--- src/rtl/ram_rr_arbiter_pkg.sv ---
// Shared types and constants for the round-robin RAM port arbiter.
package ram_arb_pkg;

    // Arbiter FSM: IDLE has no owner, LOCKED keeps the port for one burst.
    typedef enum logic [0:0] {
        ARB_IDLE   = 1'b0,
        ARB_LOCKED = 1'b1
    } arb_state_e;

    // Width of the optional per-requester granted-beat counters.
    localparam int ARB_CNT_W = 16;

endpackage

--- src/rtl/ram_rr_arbiter_rr_picker.sv ---
// Rotating-priority picker: one-hot grant to the first request at or above
// ptr, wrapping from NUM_REQ-1 back to 0. Purely combinational.
module rr_picker
    import ram_arb_pkg::*;
#(
    parameter int NUM_REQ = 4,
    parameter int IDX_W   = $clog2(NUM_REQ)
) (
    input  logic [NUM_REQ-1:0] req,
    input  logic [IDX_W-1:0]   ptr,
    output logic [NUM_REQ-1:0] gnt
);

    localparam logic [NUM_REQ-1:0] ONE = NUM_REQ'(1);

    logic [NUM_REQ-1:0] upper_req;

    // Requests at or above the pointer take precedence over the wrapped ones.
    always_comb begin
        upper_req = '0;
        for (int i = 0; i < NUM_REQ; i++) begin
            upper_req[i] = req[i] && (i >= int'(ptr));
        end
    end

    // Isolate the lowest set bit of the chosen half (x & -x).
    assign gnt = (|upper_req) ? (upper_req & (~upper_req + ONE))
                              : (req & (~req + ONE));

endmodule

--- src/rtl/ram_rr_arbiter.sv ---
// Round-robin arbiter sharing one single-port RAM between NUM_REQ requesters.
// Bursts lock the port to their owner until the beat flagged last.
// Optional feature: define RAM_ARB_STATS_EN to add grant_cnt_o, a set of
// per-requester saturating granted-beat counters.
module ram_rr_arbiter
    import ram_arb_pkg::*;
#(
    parameter int NUM_REQ     = 4,
    parameter int ADDR_WIDTH  = 4,
    parameter int DATA_WIDTH  = 32,
    parameter int BYTE_WIDTH  = 8,
    parameter int BATCH_WIDTH = DATA_WIDTH / BYTE_WIDTH
) (
    input  logic                          clk_i,
    input  logic                          rst_n_i,
    input  logic [NUM_REQ-1:0]            req_i,
    input  logic [NUM_REQ-1:0]            last_i,
    input  logic [NUM_REQ*ADDR_WIDTH-1:0] addr_i,
    input  logic [NUM_REQ*DATA_WIDTH-1:0] wdata_i,
    input  logic [NUM_REQ-1:0]            we_i,
    input  logic [NUM_REQ*BATCH_WIDTH-1:0] be_i,
    output logic [NUM_REQ-1:0]            gnt_o,
`ifdef RAM_ARB_STATS_EN
    output logic [NUM_REQ*ARB_CNT_W-1:0]  grant_cnt_o,
`endif
    output logic [NUM_REQ-1:0]            rvalid_o,
    output logic [DATA_WIDTH-1:0]         rdata_o,
    output logic [ADDR_WIDTH-1:0]         ram_addr_o,
    output logic [DATA_WIDTH-1:0]         ram_write_o,
    output logic                          ram_we_o,
    output logic [BATCH_WIDTH-1:0]        ram_be_o,
    input  logic [DATA_WIDTH-1:0]         ram_data_i
);

    localparam int IDX_W = $clog2(NUM_REQ);
    localparam logic [NUM_REQ-1:0] ONE = NUM_REQ'(1);

    arb_state_e              state_reg;
    logic [IDX_W-1:0]        owner_reg;
    logic [IDX_W-1:0]        ptr_reg;
    logic [NUM_REQ-1:0]      rvalid_reg;
    logic [ADDR_WIDTH-1:0]   addr_hold_reg;
    logic [DATA_WIDTH-1:0]   wdata_hold_reg;

    logic [NUM_REQ-1:0]      pick_gnt;
    logic [NUM_REQ-1:0]      gnt_raw;
    logic [NUM_REQ-1:0]      gnt;
    logic                    any_gnt;
    logic [IDX_W-1:0]        win_idx;
    logic [IDX_W-1:0]        ptr_next;
    logic                    win_last;
    logic                    win_we;

    logic [ADDR_WIDTH-1:0]   addr_a  [NUM_REQ];
    logic [DATA_WIDTH-1:0]   wdata_a [NUM_REQ];
    logic [BATCH_WIDTH-1:0]  be_a    [NUM_REQ];

    // Split the packed per-requester buses into indexable arrays.
    for (genvar gi = 0; gi < NUM_REQ; gi++) begin : g_unpack
        assign addr_a[gi]  = addr_i[gi*ADDR_WIDTH +: ADDR_WIDTH];
        assign wdata_a[gi] = wdata_i[gi*DATA_WIDTH +: DATA_WIDTH];
        assign be_a[gi]    = be_i[gi*BATCH_WIDTH +: BATCH_WIDTH];
    end

    rr_picker #(
        .NUM_REQ (NUM_REQ),
        .IDX_W   (IDX_W)
    ) u_picker (
        .req (req_i),
        .ptr (ptr_reg),
        .gnt (pick_gnt)
    );

    // Free arbitration when idle, otherwise only the owner may take a beat.
    always_comb begin
        if (state_reg == ARB_IDLE) begin
            gnt_raw = pick_gnt;
        end else begin
            gnt_raw = req_i & (ONE << owner_reg);
        end
    end

    // Nothing is granted while reset is held, so no write can slip through.
    assign gnt     = rst_n_i ? gnt_raw : '0;
    assign any_gnt = |gnt;

    // Encode the one-hot grant into the winner's index.
    always_comb begin
        win_idx = '0;
        for (int i = 0; i < NUM_REQ; i++) begin
            if (gnt[i]) begin
                win_idx = IDX_W'(i);
            end
        end
    end

    assign win_last = last_i[win_idx];
    assign win_we   = we_i[win_idx];
    assign ptr_next = (win_idx == IDX_W'(NUM_REQ - 1)) ? '0 : win_idx + IDX_W'(1);

    // Burst FSM, rotating pointer, read-return tracking and address hold.
    always_ff @(posedge clk_i or negedge rst_n_i) begin
        if (!rst_n_i) begin
            state_reg      <= ARB_IDLE;
            owner_reg      <= '0;
            ptr_reg        <= '0;
            rvalid_reg     <= '0;
            addr_hold_reg  <= '0;
            wdata_hold_reg <= '0;
        end else begin
            rvalid_reg <= (any_gnt && !win_we) ? gnt : '0;
            if (any_gnt) begin
                addr_hold_reg  <= addr_a[win_idx];
                wdata_hold_reg <= wdata_a[win_idx];
            end
            if (any_gnt && win_last) begin
                ptr_reg <= ptr_next;
            end
            case (state_reg)
                ARB_IDLE: begin
                    if (any_gnt && !win_last) begin
                        state_reg <= ARB_LOCKED;
                        owner_reg <= win_idx;
                    end
                end
                ARB_LOCKED: begin
                    if (any_gnt && win_last) begin
                        state_reg <= ARB_IDLE;
                    end
                end
                default: state_reg <= ARB_IDLE;
            endcase
        end
    end

    assign gnt_o       = gnt;
    assign ram_we_o    = any_gnt && win_we;
    assign ram_be_o    = any_gnt ? be_a[win_idx] : '0;
    assign ram_addr_o  = any_gnt ? addr_a[win_idx] : addr_hold_reg;
    assign ram_write_o = any_gnt ? wdata_a[win_idx] : wdata_hold_reg;
    assign rvalid_o    = rvalid_reg;
    // The RAM output is registered, so its data lines up with rvalid_reg.
    assign rdata_o     = (|rvalid_reg) ? ram_data_i : '0;

`ifdef RAM_ARB_STATS_EN
    for (genvar gi = 0; gi < NUM_REQ; gi++) begin : g_cnt
        logic [ARB_CNT_W-1:0] cnt_reg;

        // Count granted beats, sticking at all-ones.
        always_ff @(posedge clk_i or negedge rst_n_i) begin
            if (!rst_n_i) begin
                cnt_reg <= '0;
            end else if (gnt[gi] && (cnt_reg != '1)) begin
                cnt_reg <= cnt_reg + ARB_CNT_W'(1);
            end
        end

        assign grant_cnt_o[gi*ARB_CNT_W +: ARB_CNT_W] = cnt_reg;
    end
`endif

endmodule

--- config.mk ---
export PLATFORM = sky130hd
export DESIGN_NAME = ram_rr_arbiter
export DESIGN_NICKNAME = d
export VERILOG_FILES = /design/src/rtl/ram_rr_arbiter_pkg.sv /design/src/rtl/ram_rr_arbiter_rr_picker.sv /design/src/rtl/ram_rr_arbiter.sv
export SDC_FILE = /design/constraint.sdc
export NUM_CORES = 1
export LEC_CHECK = 0
export ABC_AREA = 0
export BUFFER_PORTS_ARGS = -buffer_cell sky130_fd_sc_hd__buf_2
export CAP_MARGIN = 20
export CORE_AREA = 2 2 112 114
export DETAILED_ROUTE_END_ITERATION = 8
export DIE_AREA = 0 0 114 116
export PLACE_DENSITY = 0.56
export SYNTH_ARGS = -nofsm -noshare
export SYNTH_HDL_FRONTEND = slang
export SYNTH_SLANG_ARGS = --single-unit
--- constraint.sdc ---
create_clock -name clk_i -period 5 [get_ports clk_i]
set_input_delay 1.5 -clock clk_i [delete_from_list [all_inputs] [get_ports clk_i]]
set_output_delay 1.5 -clock clk_i [all_outputs]
set_load 0.05 [all_outputs]
-- Word-level counts from Yosys, hierarchy flattened
Cells that the tools add are included.
- flip-flop bits (word level): 45
- word-level logic and storage cells: 64
- add/sub/neg operators: 3
- magnitude comparators: 5
- eq/ne operators: 1
- shift-type cells: 1
- multiplexer cells: 28
- bitwise gates (word level): 7
- reductions and logical operators: 13
- operators by type and width (operator ; count):
    $mux 32 ; 4
    $bmux 32 s2 ; 1
    $mux 4 ; 10
    $bmux 4 s2 ; 2
    $and 4x4->4 ; 3
    $reduce_or 4->1 ; 3
    $add 4x1->4 const B ; 2
    $not 4->4 ; 2
    $logic_and 1x1->1 ; 7
    $mux 2 ; 3
    $mux 1 ; 5
    $bmux 1 s2 ; 2
    $ge 1x2->1 const A ; 2
    $shl 1x2->4 const A ; 1
    $ge 3x3->1 const B ; 1
    $lt 2x3->1 const B ; 1
    $not 2->3 ; 1
    $add 2x1->2 const B ; 1
    $eq 2x2->1 const B ; 1
    $ge 2x2->1 const A ; 1
    $logic_not 1->1 ; 2
    $pmux 1 s2 ; 1
    $reduce_and 2->1 ; 1
    $not 1->1 ; 1

-- Longest topological paths before layout
- depth after elaboration: 17
- mapped depth: 11
- mapped depth without buffers: 7

-- Hierarchy
Synthesis repeated with hierarchy kept, for this count alone.
- cells, all modules: 434
- area total of the unflattened synthesis: 3455.8 µm²
- modules (own cells, without submodules) (module ; times used ; cells an instance ; area an instance (µm²) ; seq. area each (µm²)):
    ram_rr_arbiter ; 1 ; 415 ; 3345.7 ; 1126.1
    rr_picker ; 1 ; 19 ; 110.1 ; 0.0

-- Least setup slack after synthesis
No wires, ideal clock.
- kind: input -> output
- start point: input port req_i[0]
- end point: output port ram_addr_o[0]
- arrival: 4.381 ns
- data required time: 3.500 ns
- path slack: -0.881 ns
- cell stages on the path: 9
- path buffers: 2
- cells stage by stage: nand2b_1 a21oi_1 a221o_1 buf_2 clkinv_1 nor2_1 clkbuf_1 o221ai_1 a31oi_1
- elaborated cells between the ends (all ways): 21
- those cells by class: add/sub: 2; mux: 10; bitwise: 6; reduce/logical: 3
- RTL lines (element ; line ; text):
    start: declaration ; ram_rr_arbiter.sv:16 ; input logic [NUM_REQ-1:0] req_i,
    $logic_and 1x1->1 ; ram_rr_arbiter_rr_picker.sv:22 ; upper_req[i] = req[i] && (i >= int'(ptr));
    $not 4->4 ; ram_rr_arbiter_rr_picker.sv:27 ; assign gnt = (|upper_req) ? (upper_req & (~upper_req + ONE))
    $add 4x1->4 ; ram_rr_arbiter_rr_picker.sv:27 ;
    $and 4x4->4 ; ram_rr_arbiter_rr_picker.sv:27 ;
    $mux 4 * ; ram_rr_arbiter_rr_picker.sv:27 ;
    $mux 4 * ; ram_rr_arbiter.sv:76 ; if (state_reg == ARB_IDLE) begin
    $mux 4 * ; ram_rr_arbiter.sv:84 ; assign gnt = rst_n_i ? gnt_raw : '0;
    via gnt_o[2] ; ram_rr_arbiter.sv:22 ; output logic [NUM_REQ-1:0] gnt_o,
    $mux 2 (2 in series) ; ram_rr_arbiter.sv:91 ; if (gnt[i]) begin
    $not 2->3 (implied by the code) ; ram_rr_arbiter.sv:139 ; assign ram_addr_o = any_gnt ? addr_a[win_idx] : addr_hold_reg;
    $bmux 4 s2 ; ram_rr_arbiter.sv:139 ;
    $mux 4 (implied by the code) (2 in series) ; ram_rr_arbiter.sv:139 ;
    $mux 4 * ; n/a ;
    end: declaration ; ram_rr_arbiter.sv:28 ; output logic [ADDR_WIDTH-1:0] ram_addr_o,
The timed path passes the listed nets; every way through them passes the cells marked *. The select of a mux whose other input is x is not followed.

-- Final worst setup path
- start point: input port req_i[0]
- end point: output port ram_write_o[11]
- longest elaborated chain between the ends: 15
- elaborated cells between the ends (all ways): 21
- those cells by class: add/sub: 2; mux: 10; bitwise: 6; reduce/logical: 3
- RTL lines (element ; line ; text):
    $logic_and 1x1->1 ; ram_rr_arbiter_rr_picker.sv:22 ;
    $not 4->4 ; ram_rr_arbiter_rr_picker.sv:27 ;
    $add 4x1->4 ; ram_rr_arbiter_rr_picker.sv:27 ;
    $and 4x4->4 ; ram_rr_arbiter_rr_picker.sv:27 ;
    $mux 4 ; ram_rr_arbiter_rr_picker.sv:27 ;
    $mux 4 * ; ram_rr_arbiter.sv:76 ;
    $mux 4 * ; ram_rr_arbiter.sv:84 ;
    $mux 1 ; ram_rr_arbiter.sv:91 ;
    $mux 2 (2 in series) ; ram_rr_arbiter.sv:91 ;
    $not 2->3 (implied by the code) ; ram_rr_arbiter.sv:140 ; assign ram_write_o = any_gnt ? wdata_a[win_idx] : wdata_hold_reg;
    $bmux 32 s2 ; ram_rr_arbiter.sv:140 ;
    $mux 32 (implied by the code) (2 in series) ; ram_rr_arbiter.sv:140 ;
    $mux 32 * ; n/a ;
    end: declaration ; ram_rr_arbiter.sv:29 ; output logic [DATA_WIDTH-1:0] ram_write_o,
Mark *: on every way between the ends. The rest lies on a longest branch, timed or not. The select of a mux whose other input is x is not followed.

==> results_dict.tcl <==
set metrics [dict create \
    cts-root-buf "sky130_fd_sc_hd__clkbuf_16" \
    fin_worst_skew_ps 6.836 \
    hold_path_class "reg -> reg" \
    unrepaired_setup_endpoints_after_global_routing "yes" \
    cells_after_synthesis 338 \
    worstSetupEndpointType "output pin" \
    place.port_buffers 286 \
    largest_register_ff_count 32 \
    yosys_warnings 0 \
    clkTransAtPathRegs_ps 60 \
    maximum_number_of_pins_on_one_net_before_global_route_repair 46 \
    post_synth_top_area_share_pct 36.92 \
    outcome "finished with violations" \
    preCtsSetupSlack_ps -234.9 \
    final_slew_viol_count 0 \
    total_design_power_uw 5013 \
    post_synth_main_area_contributors "sky130_fd_sc_hd__dfrtp_1 37%, sky130_fd_sc_hd__o221ai_1 13%, sky130_fd_sc_hd__nor2b_1 6.6%" \
    cts-htree-levels 2 \
    worstPathCellList "buf_8 > or4b_4 > o211ai_2 > or2_4 > inv_8 > or4_4 > buf_12 > buf_16 > nor2_4 > a31oi_4 > buf_8" \
    clock_tree_from_tritoncts "done" \
    finalSetupViolCount 9 \
    timing.critical_path.from_type "primary input" \
    floorplan.initialDensity_pct 25.61 \
    powerDensity_nw_per_um2 816.6 \
    final_min_period_over_clock_period_pct 100.6 \
    dieWidth_um 114 \
    worstPathMaxFanout 6 \
    drt-initial-drc-count 98 \
    tightest_slew_margin_relative_to_the_limit_pct 60.21 \
    cts.sinks 45 \
    synth.net_count 544 \
    number_of_buffers_inserted_for_hold_repair_after_clock_tree_synthesis 0 \
    crit-reg2reg-capture "owner_reg[0]" \
    numCtsBuffers 5 \
    post_synth_most_frequent_cells "47 x sky130_fd_sc_hd__o221ai_1, 45 x sky130_fd_sc_hd__dfrtp_1, 37 x sky130_fd_sc_hd__nor2_1" \
    place.detailed.hpwl_um 10840 \
    antenna_violations_before_repair 2 \
    yosysMostFrequentCell "sky130_fd_sc_hd__o221ai_1" \
    asyncSetResetFlopFracSynth_pct 100.0 \
    worst-r2r-setup-slack_ps 2300 \
    min_delay_path_depth 1 \
    min_from "wdata_hold_reg[13]" \
    synth_enable_flop_cells 0 \
    grt_util_all_layers_pct 19.99 \
    grt_first_pass_wirelength_um 20620 \
    timing.setup.critical_path_class "in -> out" \
    globalRouteOverflowTotal 0 \
    postPlaceCellArea_um2 5291 \
    worstRegToRegCells 8 \
    grt_util_met1_pct 21.68 \
    fp.dieArea_um2 13220 \
    post-route-drc-count 0 \
    wl_um 14140 \
    length_of_the_first_detailed_routing_pass_in_iterations 4 \
    grt_busiest_layer "met2" \
    syn_to_final_growth_pct 101.2 \
    vias_in_the_first_global_route 4058 \
    max_slew.worst_pin.slew_ps 596.8 \
    per_instance_average_area_after_synthesis_um2 9.025 \
    dr_total_vias 4091 \
    layout-drive-gt1-share_pct 64.59 \
    nets 863 \
    met3_usage_pct 4.812 \
    ioPinCount 287 \
    slowest_delay_ps 490 \
    placement_rows 40 \
    critPathRequiredTime_ps 3500 \
    routed_via_density 5.076 \
    synth.yosys.seq_area_share_pct 36.92 \
    count_of_max_cap_constraint_violations 0 \
    clock_insertion_delay_worst_skew_ps 280 \
    max_clock_freq_mhz 198.8 \
    clk_path_buf_depth 2 \
    worst_ep_arrival_time_ps 3530 \
    p_leak_uw 0.002964 \
    core_area_um2 11910 \
    route.antenna.remaining_nets 0 \
    fin_area_um2 6138 \
    detail_route.wl_per_cell_um 17.54 \
    synth_cell_type_count 41 \
    irDropWorstVdd_v 0.0005518 \
    final_hold_viol_count 0 \
    ys.flop_type "sky130_fd_sc_hd__dfrtp_1" \
    synth_area_leader_cell "sky130_fd_sc_hd__dfrtp_1" \
    violations "negative setup slack" \
    globalplace.congestion 0.8342 \
    whs_endpoint "wdata_hold_reg[13]" \
    use_met2_pct 38.65 \
    fp.dieH_um 116 \
    critical_path.slowest_cell "sky130_fd_sc_hd__or4_4" \
    synth-seq-cells 45 \
    synthesis.area_um2 3050 \
    fin_ws_ps -30.34 \
    min_period_ps 5030 \
    critPathMostFrequentCell "sky130_fd_sc_hd__buf_8" \
]
final cells by class:
class | count | area [um2]
diodes | 1 | 2.502
clock buffers | 6 | 128.9
multi-input cells | 252 | 2285
inverters | 7 | 38.79
fillers | 1105 | 5773
clock inverters | 2 | 38.79
flip-flops and latches | 45 | 1126
well taps | 147 | 183.9
repair buffers | 346 | 2335
logic make-up (layout without fill, tap and decap cells):
family,Yosys count,in the layout,share of synthesized area [%]
DFF,45,45,36.92
other,0,1,0
AOI/OAI and AO/OA,140,140,34.29
muxes,17,17,5.660
buffers and inverters,41,361,7.096
and+or+nand+nor,95,95,16.04
cells in the final DEF, fill, tap and decap left out, types with 2 or more instances in the layout:
master                      Yosys  final
sky130_fd_sc_hd__o221ai_4       0      2
sky130_fd_sc_hd__or3b_1         2      2
sky130_fd_sc_hd__a21oi_2        0      2
sky130_fd_sc_hd__nor2_2         1     14
sky130_fd_sc_hd__nand2b_1       2      2
sky130_fd_sc_hd__a21oi_1        9      7
sky130_fd_sc_hd__nor2_4         0     12
sky130_fd_sc_hd__buf_4          0     45
sky130_fd_sc_hd__mux2_2         2      2
sky130_fd_sc_hd__nor2_1        37     12
sky130_fd_sc_hd__a21o_1        14     14
sky130_fd_sc_hd__o21ai_0        7      7
sky130_fd_sc_hd__o211ai_1       4      4
sky130_fd_sc_hd__buf_2          6    247
sky130_fd_sc_hd__mux2i_1       15     15
sky130_fd_sc_hd__o221ai_1      47     40
sky130_fd_sc_hd__o221ai_2       0      5
sky130_fd_sc_hd__buf_6          7     38
sky130_fd_sc_hd__a211o_1        2      2
sky130_fd_sc_hd__inv_1          5      5
sky130_fd_sc_hd__a31oi_4        0     23
sky130_fd_sc_hd__clkbuf_16      0      7
sky130_fd_sc_hd__buf_16         0      3
sky130_fd_sc_hd__dfrtp_1       45     45
sky130_fd_sc_hd__nor2b_1       32     32
sky130_fd_sc_hd__a211oi_1      13     12
sky130_fd_sc_hd__o22ai_1       13     13
sky130_fd_sc_hd__nand2_1       11     11
sky130_fd_sc_hd__clkinv_4       0      2
sky130_fd_sc_hd__buf_8          0      4
sky130_fd_sc_hd__buf_12         0      7
stage by stage:
| step | hold slack, ps | instances | util, % | TNS [ps] |
|---|---|---|---|---|
| after floorplan | 524.8 | 338 | - | -301.9 |
| after global placement | 452.5 | 782 | 44.42 | -6591 |
| after detailed placement | 459.4 | 782 | 44.42 | -7648 |
| after CTS | 478.4 | 801 | 49.64 | -102.9 |
| after global routing | 496.1 | 806 | 51.53 | -1324 |
| final | 483.8 | 806 | 51.53 | -114.2 |
where the power goes:
part           internal [uW]  switching (uW)  leakage (uW)
Sequential               540             102      0.000527
Combinational           1540            2450       0.00236
Clock                    237             140     0.0000811
Total                   2320            2700       0.00296
critical path, delay by kind of cell:
family	cells	cell delay, ps
AND/OR/NAND/NOR	4	1270
AO/OA/AOI/OAI	2	130
buffers and inverters	5	610
repair_timing:
item / in CTS / in global routing
resized for setup: 99 / 39
endpoints found under the setup margin: 38 / 37
buffers inserted: 9 / 2
gates cloned: 2 / 2
pin swaps: 3 / 4
how the worst max path moves through the flow:
stage / cells after the start / to / start
after floorplan: 8 / ram_be_o[0] / req_i[0]
after global placement: 12 / ram_addr_o[2] / req_i[1]
after detailed placement: 11 / ram_write_o[30] / req_i[0]
after CTS: 11 / ram_write_o[8] / req_i[0]
after global routing: 12 / ram_write_o[12] / req_i[1]
final: 11 / ram_write_o[11] / req_i[0]
routing by layer:
metal	part of all wire, %	wire length, um
met4	2.1	297
met3	7.8	1107
met2	54	7587
met1	36	5130
met5	0.092	13
No activity file was read; power rests on OpenSTA's default activity.
